--- src/rtl/dispatcher_pkg.sv ---
// Shared types and constants for the task dispatcher: FSM encoding,
// default sizing and the saturating counter helper.
package dispatcher_pkg;

   typedef enum logic [1:0] {
      IDLE   = 2'd0,
      ISSUE  = 2'd1,
      RUN    = 2'd2,
      RETIRE = 2'd3
   } state_t;

   localparam int DEF_WIDTH        = 5;
   localparam int DEF_TIME_QUANTUM = 2;
   localparam int CNT_W            = 8;

   function automatic logic [CNT_W-1:0] sat_inc(input logic [CNT_W-1:0] v);
      return (v == '1) ? v : v + CNT_W'(1);
   endfunction

endpackage

--- src/rtl/task_dispatcher_onehot_encoder.sv ---
// Grant vector to binary index; flags a clean one-hot grant and a multi-hot
// (illegal) grant separately so the FSM can tell "none" from "bad".
module onehot_encoder #(
   parameter int WIDTH = 5,
   parameter int IDX_W = 3
) (
   input  logic [WIDTH-1:0] grant,
   output logic [IDX_W-1:0] index,
   output logic             valid,
   output logic             error
);

   always_comb begin
      index = '0;
      for (int i = 0; i < WIDTH; i++)
         if (grant[i]) index = index | IDX_W'(i);
      valid = $onehot(grant);
      error = (grant != '0) && !valid;
   end

endmodule

--- src/rtl/task_dispatcher.sv ---
// Hands one granted requester at a time to a coprocessor, bounds its run
// time with a quantum, and reports completion, preemption and bad grants.
module task_dispatcher
   import dispatcher_pkg::*;
#(
   parameter int WIDTH        = DEF_WIDTH,
   parameter int TIME_QUANTUM = DEF_TIME_QUANTUM,
   parameter int IDX_W        = 3
) (
   input  logic             in_clk,
   input  logic             in_reset,
   input  logic [WIDTH-1:0] in_grant,
   input  logic             in_ready,
   input  logic             in_done,
   output logic             out_valid,
   output logic [IDX_W-1:0] out_index,
   output logic [WIDTH-1:0] out_ack,
   output logic             out_preempt,
   output logic             out_error,
   output logic             out_busy,
   output logic [CNT_W-1:0] out_preempt_count
);

   state_t             state, state_d;
   logic [CNT_W-1:0]   qcnt, qcnt_d, pcnt_d;
   logic [IDX_W-1:0]   index_d, enc_idx;
   logic [WIDTH-1:0]   ack_d;
   logic               valid_d, preempt_d, error_d, busy_d;
   logic               enc_vld, enc_err;

   onehot_encoder #(.WIDTH(WIDTH), .IDX_W(IDX_W)) u_enc (
      .grant (in_grant),
      .index (enc_idx),
      .valid (enc_vld),
      .error (enc_err)
   );

   always_ff @(posedge in_clk or posedge in_reset) begin
      if (in_reset) state <= IDLE;
      else          state <= state_d;
   end

   // Every output is computed one cycle ahead and registered below.
   always_comb begin
      state_d   = state;
      qcnt_d    = qcnt;
      index_d   = out_index;
      pcnt_d    = out_preempt_count;
      valid_d   = 1'b0;
      ack_d     = '0;
      preempt_d = 1'b0;
      error_d   = 1'b0;
      case (state)
         IDLE: begin
            if (enc_vld) begin
               index_d = enc_idx;
               valid_d = 1'b1;
               state_d = ISSUE;
            end else if (enc_err && !out_error) begin
               // A bad grant held for several cycles must not stretch the pulse.
               error_d = 1'b1;
            end
         end
         ISSUE: begin
            if (in_ready) begin
               qcnt_d  = CNT_W'(TIME_QUANTUM);
               state_d = RUN;
            end else begin
               valid_d = 1'b1;
            end
         end
         RUN: begin
            qcnt_d = qcnt - CNT_W'(1);
            if (in_done) begin
               qcnt_d  = '0;
               ack_d   = WIDTH'(1) << out_index;
               state_d = RETIRE;
            end else if (qcnt <= CNT_W'(1)) begin
               qcnt_d    = '0;
               preempt_d = 1'b1;
               pcnt_d    = sat_inc(out_preempt_count);
               state_d   = IDLE;
            end
         end
         RETIRE:  state_d = IDLE;
         default: state_d = IDLE;
      endcase
      busy_d = (state_d != IDLE);
   end

   always_ff @(posedge in_clk or posedge in_reset) begin
      if (in_reset) begin
         qcnt              <= '0;
         out_valid         <= 1'b0;
         out_index         <= '0;
         out_ack           <= '0;
         out_preempt       <= 1'b0;
         out_error         <= 1'b0;
         out_busy          <= 1'b0;
         out_preempt_count <= '0;
      end else begin
         qcnt              <= qcnt_d;
         out_valid         <= valid_d;
         out_index         <= index_d;
         out_ack           <= ack_d;
         out_preempt       <= preempt_d;
         out_error         <= error_d;
         out_busy          <= busy_d;
         out_preempt_count <= pcnt_d;
      end
   end

endmodule
--- config.mk ---
export PLATFORM = sky130hd
export DESIGN_NAME = task_dispatcher
export DESIGN_NICKNAME = d
export VERILOG_FILES = /design/src/rtl/dispatcher_pkg.sv /design/src/rtl/task_dispatcher_onehot_encoder.sv /design/src/rtl/task_dispatcher.sv
export SDC_FILE = /design/constraint.sdc
export NUM_CORES = 1
export LEC_CHECK = 0
export BUFFER_PORTS_ARGS = -buffer_cell sky130_fd_sc_hd__buf_2
export CAP_MARGIN = 20
export CORE_UTILIZATION = 56
export CTS_CLUSTER_DIAMETER = 200
export DETAILED_ROUTE_END_ITERATION = 16
export PLACE_DENSITY = 0.84
export SETUP_SLACK_MARGIN = 0.2
export SYNTH_ARGS = -nofsm -noshare
export SYNTH_HDL_FRONTEND = slang
export SYNTH_SLANG_ARGS = --single-unit
--- constraint.sdc ---
create_clock -name in_clk -period 3.5 [get_ports in_clk]
set_input_delay 0.35 -clock in_clk [delete_from_list [all_inputs] [get_ports in_clk]]
set_output_delay 0.35 -clock in_clk [all_outputs]
set_load 0.005 [all_outputs]
Word-level counts from Yosys, hierarchy flattened. Cells that the tools add are included.

RAM bits: 0. Flip-flop bits (word level): 30. Output and inout port bits: 20. Latch bits: 0. Memories: 0. Word-level logic and storage cells: 60. ROM bits: 0.

Bitwise logic cells: 2. Reductions and logical operators: 11. Shift-type cells: 1. $mul: 0. Order comparisons: 1. Add/subtract/negate cells: 6. Eq/ne operators: 6. Muxes and demuxes: 24. Div/mod/pow operators: 0.

Operators with widths (number): two-way mux 8 bit (3); case mux 8 bit (2 select lines) (1); two-way mux 2 bit (6); two-way mux 5 bit (2); two-way mux 1 bit (9); adder 8 x 1 -> 8 bit, second input constant (1); equality test 8 bit, second input constant (1); <= comparator 8 x 1 -> 1 bit, second input constant (1); case mux 2 bit (4 select lines) (1); subtractor 8 x 1 -> 8 bit, second input constant (1); nonzero test 5 bit (1); left shift 1 x 3 -> 5 bit, first input constant (1); adder 1 x 1 -> 2 bit (2); equality test 2 bit, second input constant (2); AND reduction 2 bit (2); AND reduction 4 bit (1); nonzero test 2 bit (2); adder 3 x 1 -> 3 bit (1); adder 3 bit (1); equality test 3 x 1 -> 1 bit, second input constant (1); two-way mux 3 bit (1); equality test 2 x 1 -> 1 bit, second input constant (1); logical AND 1 bit (2); logical NOT 1 bit (2); other kinds (4) (5).

Logic depth before layout (Yosys ltp). Gate-level depths: netlist (run 1).

Depth in word-level cells: 10. Depth in mapped cells: 10. Mapped depth without buffers: 9.

By module. A second synthesis (run 1) with hierarchy kept.

Cell total of the unflattened synthesis: 141. Area, all modules: 1576.5 um^2.

By module, submodules not included: task_dispatcher (area each 1443.9 um^2, times used 1, cells an instance 126); onehot_encoder (area each 132.6 um^2, times used 1, cells an instance 15).

Least setup slack after synthesis (run 1). No wires, ideal clock.

Kind: input to register. From: input port in_grant[0]. To: register state[0]. Path slack: 1.091 ns. Buffers on the path: 1. Library setup time: 0.069 ns. Arrival: 2.340 ns. Stages: 10. Cell sequence: inv_1 -> ha_1 -> inv_1 -> fa_1 -> fa_1 -> nand2_1 -> or4_1 -> clkbuf_1 -> o21ai_0 -> nand2b_1.

Longest elaborated chain between the ends: 6.

Ends and longest elaborated chain: start: declaration (RTL line task_dispatcher.sv:12) `input logic [WIDTH-1:0] in_grant,`; adder 1 x 1 -> 2 bit (implied by the code) (RTL line task_dispatcher_onehot_encoder.sv:17) `valid = $onehot(grant);`; adder 3 bit (implied by the code) (RTL line task_dispatcher_onehot_encoder.sv:17); adder 3 x 1 -> 3 bit (implied by the code) (RTL line task_dispatcher_onehot_encoder.sv:17); equality test 3 x 1 -> 1 bit (RTL line task_dispatcher_onehot_encoder.sv:17); two-way mux 2 bit (RTL line task_dispatcher.sv:55) `if (enc_vld) begin`; case mux 2 bit (4 select lines) (RTL line task_dispatcher.sv:53) `case (state)`; named net state_d[0] (RTL line task_dispatcher.sv:24) `state_t state, state_d;`; end signal: assignment (RTL line task_dispatcher.sv:40) `else state <= state_d;`; end: declaration (RTL line task_dispatcher.sv:24).

The timed path passes the listed nets, and every way through them passes these cells. A chain may end at the register's enable or synchronous reset.

Worst setup path in the final report (run 1).
From: input port in_grant[1]. To: register state[0].

Same word-level chain as after synthesis.

==> impl_metrics.ini, run 1 <==
[global_routing]
grt_pass1_vias = 1090
grt-ovfl-total = 0
grtUsageTotal = 0.227
grt_pass1_wl_um = 4560
antenna_found_initial = 0
grt_max_degree = 31

[run]
maxCapViolCount = 0

[power]
power_mw = 1.24
leakage_nw = 0.968
vdd_ir_drop_max_v = 0.000519
p_per_area_nw_per_um2 = 684

[finish]
area_growth_pct = 17.7
instances_no_fill = 214
n_antenna_cell = 0
drive_gt1_frac = 0.255
nNetsFinal = 201

[timing]
period_share = 0.658
timing.slew.headroom = 0.529
hold_violations = 0
max_freq_mhz = 434
tightest_slew_ps = 704
slew_viol_final = 0
rsz0062_at_grt = false
skew_ps = 2.57
min_period_ps = 2300
tns_ps = 0
setup-violations-final = 0

[die]
rows = 18
start_util = 0.604
coreArea_sq_um = 2540
dieArea_sq_um = 2960
fp.dieH_um = 54.4
dieWidth_um = 54.4
io_pins = 29

[worst_setup_path]
cp-end-kind = register
cp_cell_sequence = buf_2, inv_1, ha_1, inv_1, fa_1, fa_1, nand2_1, or4_1, o21ai_0, nand2b_1
crit_fanout = 8
required_ps = 3760
crit_buf_inv = 3
crit_slowest_cell = or4_1
cp-start-kind = input pin
cp.arrival_ps = 2560
crit_family = adder cells
crit_path_max_incr_delay_ps = 520
critPathKind = in2reg

[detailed_routing]
wl_um = 2820
wire_per_inst_um = 13.2
firstDrtPassIters = 4
drt_first_iter_violations = 17
vias_per_cell = 5.51
vias = 1179
drc = 0
detail-route-antenna-nets = 0

[synth]
yosys-top-cells-area = dfrtp_1 49%, ha_1 5.7%, inv_1 4.1%
ys_seq_elements = 30
synth_top_cell_by_area = dfrtp_1
synth_area_sq_um = 1540
syn-num-nets = 165
synth-edff-count = 0
postSynthAreaPerCell_sq_um = 10.5
synthCells = 147
yosys_warnings = 0
seq_area_frac_synth = 0.488
synth_common_cells = 30 x dfrtp_1, 17 x inv_1, 14 x nand2_1
yosysMostFrequentCell = dfrtp_1
synth_top_area_share = 0.488
synthDistinctLibCells = 37
ys.flop_type = dfrtp_1
ys_async_sr_fraction = 1.00

[cts]
cts-root-buf = clkbuf_4
cts_buffers = 5
post_cts_buffers = 0
htreeDepth = 2
clock_path_buffers = 2
cts_tree = done
clock_latency_ps = 320
clock_sinks = 30
clkTransAtPathRegs_ps = 90

[placement]
dp.cells = 204
dpl.hpwl_um = 2080
io_buffers = 28
gp_congestion = 0.719

[hold_path]
min_path_type = in2reg

[status]
status = completed
==> flip-flops by register name, summed over array words and instances (netlist names) <==
| register | flops |
|---|---|
| out_busy | 1 |
| qcnt | 8 |
| out_error | 1 |
| out_index | 3 |
| out_preempt | 1 |
| out_ack | 5 |
| out_valid | 1 |
| out_preempt_count | 8 |
| state | 2 |
==> layout make-up <==
cell class              instances  area [sq um]
clock inverters                 1          5.00
well taps                      30          37.5
clock buffers                   7          55.1
inverters                      17          63.8
multi-input cells              99           719
fillers                       195           736
repair buffers                 30           178
flip-flops and latches         30           751
==> logic make-up (layout without fill, tap and decap cells) <==
group           count (synthesis)  in the layout  synth area share
flops                          30             30             0.488
mux                             5              5            0.0358
compound gates                 21             21            0.0797
xor+xnor                        5              5            0.0285
fa+ha+maj                       9              9            0.0830
simple gates                   59             59             0.241
buf+inv                        18             55            0.0439
==> final timing paths <==
check / slack, ps / to / from / cells past startpoint
min: 260 / out_valid / in_ready / 2
min reg2reg: 520 / out_preempt_count[7] / out_preempt_count[7] / 1
min in group asynchronous: 510 / out_preempt_count[6] / in_reset / 3
max reg2reg: 1280 / qcnt[4] / qcnt[0] / 6
max in group asynchronous: 2580 / out_error / in_reset / 4
max: 1200 / state[0] / in_grant[1] / 10
==> stage by stage <==
stage	util	setup WS, ps	cell area, sq um	hold slack (ps)
final	0.711	1200	1810	256
after global routing	0.711	1040	1810	276
after CTS	0.696	1190	1770	244
after detailed placement	0.673	842	1710	517
after global placement	0.673	957	1710	500
after floorplan	-	1090	1540	441
==> layout by cell type, fill, tap and decap left out, drive strengths merged, types with 2 or more instances in the layout <==
master  instances
a21oi           4
a31oi           2
buf            29
clkbuf          7
dfrtp          30
fa              2
ha              7
inv            17
mux2            4
nand2          14
nand2b          4
nand3           5
nand4           4
nor2            8
nor3            5
nor4            5
nor4b           3
o21ai          10
o31a            2
or3             2
xor2            5
==> where the power goes <==
group	leakage [nW]	internal [mW]	switching [mW]
clock	0.0353	0.0972	0.113
combinational	0.533	0.210	0.252
sequential	0.400	0.443	0.122
==> layer usage <==
layer / up-vias / global-route usage / wire length, um / part of all wire
li1: 587 / - / - / -
met1: 557 / 0.258 / 1300 / 0.46
met2: 29 / 0.380 / 1370 / 0.49
met3: 6 / 0.100 / 106 / 0.038
met4: 0 / 0.0726 / 36 / 0.013
met5: - / 0 / 0 / 0
==> what timing repair did <==
item,in CTS,in global routing
hold endpoints to repair,0,5
resized for setup,0,0
hold buffers,0,1
==> worst reg2reg max path, cell delays in order, from the launching register on <==
cell and delay [ps]:
dfrtp_1 480, inv_1 110, ha_1 260, or2_2 350, a31oi_1 610, nand2_1 170
o22ai_1 170
Power figures use the tool's default switching activity.
==> inputs of run 2 (changes only) <==
ABC_AREA = 1   (was unset)
CORE_UTILIZATION = 50   (was 56)
PLACE_DENSITY = 0.79   (was 0.84)
clock period = 2 ns   (was 3.5 ns; I/O delays follow)
==> run 2 against run 1 <==
Effect of this change: cell area rose by 14%; combinational power rose to 2.6 times the previous value; largest power group is now combinational logic; clock skew rose by 1.1 ps; routed wire length rose by 19%; sequential share of layout area fell by 5.2 points; clock power rose by 81%.
==> impl_metrics.ini, run 2 <==
[finish]
final_common_cell = nand2_1
multiInputGateArea_sq_um = 832
n_antenna_cell = 0
fillers = 266
most-common-layout-cells = 55 x nand2_1, 30 x inv_1, 30 x dfrtp_1
nNetsFinal = 267
drive_gt1_frac = 0.252
utilization = 0.662
area_growth_pct = 22.6
seqCellArea_sq_um = 751
top_regs = out_preempt_count (8), qcnt (8), out_ack (5)

[worst_setup_path]
critPathKind = in2reg
cp-start-kind = input pin
cp.arrival_ps = 1950
required_ps = 2230
crit_fanout = 4
cp-end-kind = register

[die]
fp.dieH_um = 60.1
start_util = 0.540
dieWidth_um = 60.1
dieArea_sq_um = 3610
coreArea_sq_um = 3130
rows = 20
io_pins = 29

[global_routing]
grt_pass1_vias = 1445
grt_max_degree = 31
grt-ovfl-total = 0
grt_pass1_wl_um = 5780
antenna_found_initial = 0
grtUsageTotal = 0.219

[timing]
hold_violations = 0
max_freq_mhz = 579
setup-violations-final = 0
timing.slew.headroom = 0.755
slew_viol_final = 0
tightest_slew_ps = 367
period_share = 0.863
tns_ps = 0
min_period_ps = 1730
rsz0062_at_grt = false
skew_ps = 3.63

[synth]
synthDistinctLibCells = 24
synth_top_area_share = 0.444
ys_async_sr_fraction = 1.00
synth_area_sq_um = 1690
yosysMostFrequentCell = nand2_1
synth_common_cells = 56 x nand2_1, 37 x inv_1, 30 x dfrtp_1
ys.flop_type = dfrtp_1
syn-num-nets = 226
synth-edff-count = 0
yosys_warnings = 0
synthCells = 208
ys_seq_elements = 30
yosys-top-cells-area = dfrtp_1 44%, nand2_1 12%, inv_1 8.2%
synth_top_cell_by_area = dfrtp_1
seq_area_frac_synth = 0.444
postSynthAreaPerCell_sq_um = 8.12

[placement]
gp_congestion = 0.818
io_buffers = 28
dpl.hpwl_um = 2540

[detailed_routing]
wl_um = 3340
detail-route-antenna-nets = 0
firstDrtPassIters = 4
drt_first_iter_violations = 48
drc = 0
vias_per_cell = 5.00
wire_per_inst_um = 11.4
vias = 1471

[cts]
clock_path_buffers = 2
cts_buffers = 5
clkTransAtPathRegs_ps = 90
clock_latency_ps = 330
clock_sinks = 30
cts_tree = done
post_cts_buffers = 0
cts-root-buf = clkbuf_4
htreeDepth = 2

[run]
maxCapViolCount = 0

[status]
status = completed

[hold_path]
min_path_type = in2reg

[power]
leakage_nw = 1.16
p_per_area_nw_per_um2 = 1210
vdd_ir_drop_max_v = 0.000697
## run 2: path summary, 6_finish.rpt
path | start | endpoint | slack (ps) | cells after the start
worst max-delay path | in_grant[0] | out_index[2] | 270 | 11
worst min-delay path | in_grant[4] | out_index[2] | 180 | 3
worst max register to register | qcnt[0] | qcnt[5] | 440 | 7
worst min register to register | out_error | out_error | 450 | 1
max in group asynchronous | in_reset | qcnt[3] | 1250 | 4
min in group asynchronous | in_reset | out_preempt_count[7] | 470 | 4
## run 2: cells by family (layout without fill, tap and decap cells)
logic type,count (synthesis),after routing,synth area share
buffers and inverters,38,80,0.0844
XOR/XNOR,7,7,0.0363
flip-flops,30,30,0.444
AO/OA/AOI/OAI,22,22,0.0681
AND/OR/NAND/NOR,102,102,0.291
adder cells (fa/ha/maj),9,9,0.0756
## run 2: cell type report
type / instances / share of cell area
multi-input cells: 140 / 0.402
flip-flops and latches: 30 / 0.363
repair buffers: 34 / 0.103
inverters: 38 / 0.0773
clock buffers: 7 / 0.0266
well taps: 44 / 0.0266
clock inverters: 1 / 0.00242
## run 2: metal layers
metal  global-route usage  share of wire  routed length [um]  up-vias
met2                0.383           0.50                1660       42
met4               0.0831          0.014                  48        0
li1                     -              -                   -      735
met5                    0              0                   0        -
met1                0.252           0.44                1480      687
met3               0.0606          0.046                 155        7
## run 2: repair_timing
action / CTS / global route
setup endpoints to repair: 3 / 4
gates resized for setup: 5 / 8
endpoints found under the hold margin: 30 / 0
pin swaps: 2 / 5
hold buffers: 1 / 0
## run 2: metrics by stage
stage	total power [mW]	std cells	cell area (sq um)	hold slack, ps	worst slack [ps]
2_1_floorplan	1.80	208	1730	291	103
3_3_place_gp	2.08	285	1960	289	-111
3_5_place_dp	2.12	285	1960	296	-215
4_1_cts	2.52	294	2050	172	211
5_1_grt	2.75	294	2070	187	201
6_report	2.51	294	2070	176	274
## run 2: where the power goes
group          internal [mW]  total (mW)  switching [mW]
sequential             0.784       0.956           0.172
combinational          0.449        1.18           0.729
clock                  0.170       0.380           0.210
total                   1.40        2.51            1.11
## run 2: critical path, cell delays in order
cell     delay (ps)
buf_6            80
inv_4            30
ha_4            250
inv_2            40
fa_2            370
fa_1            530
nand2_2          80
nor3_4          190
inv_2            80
nand2_1          60
o21ai_1          60
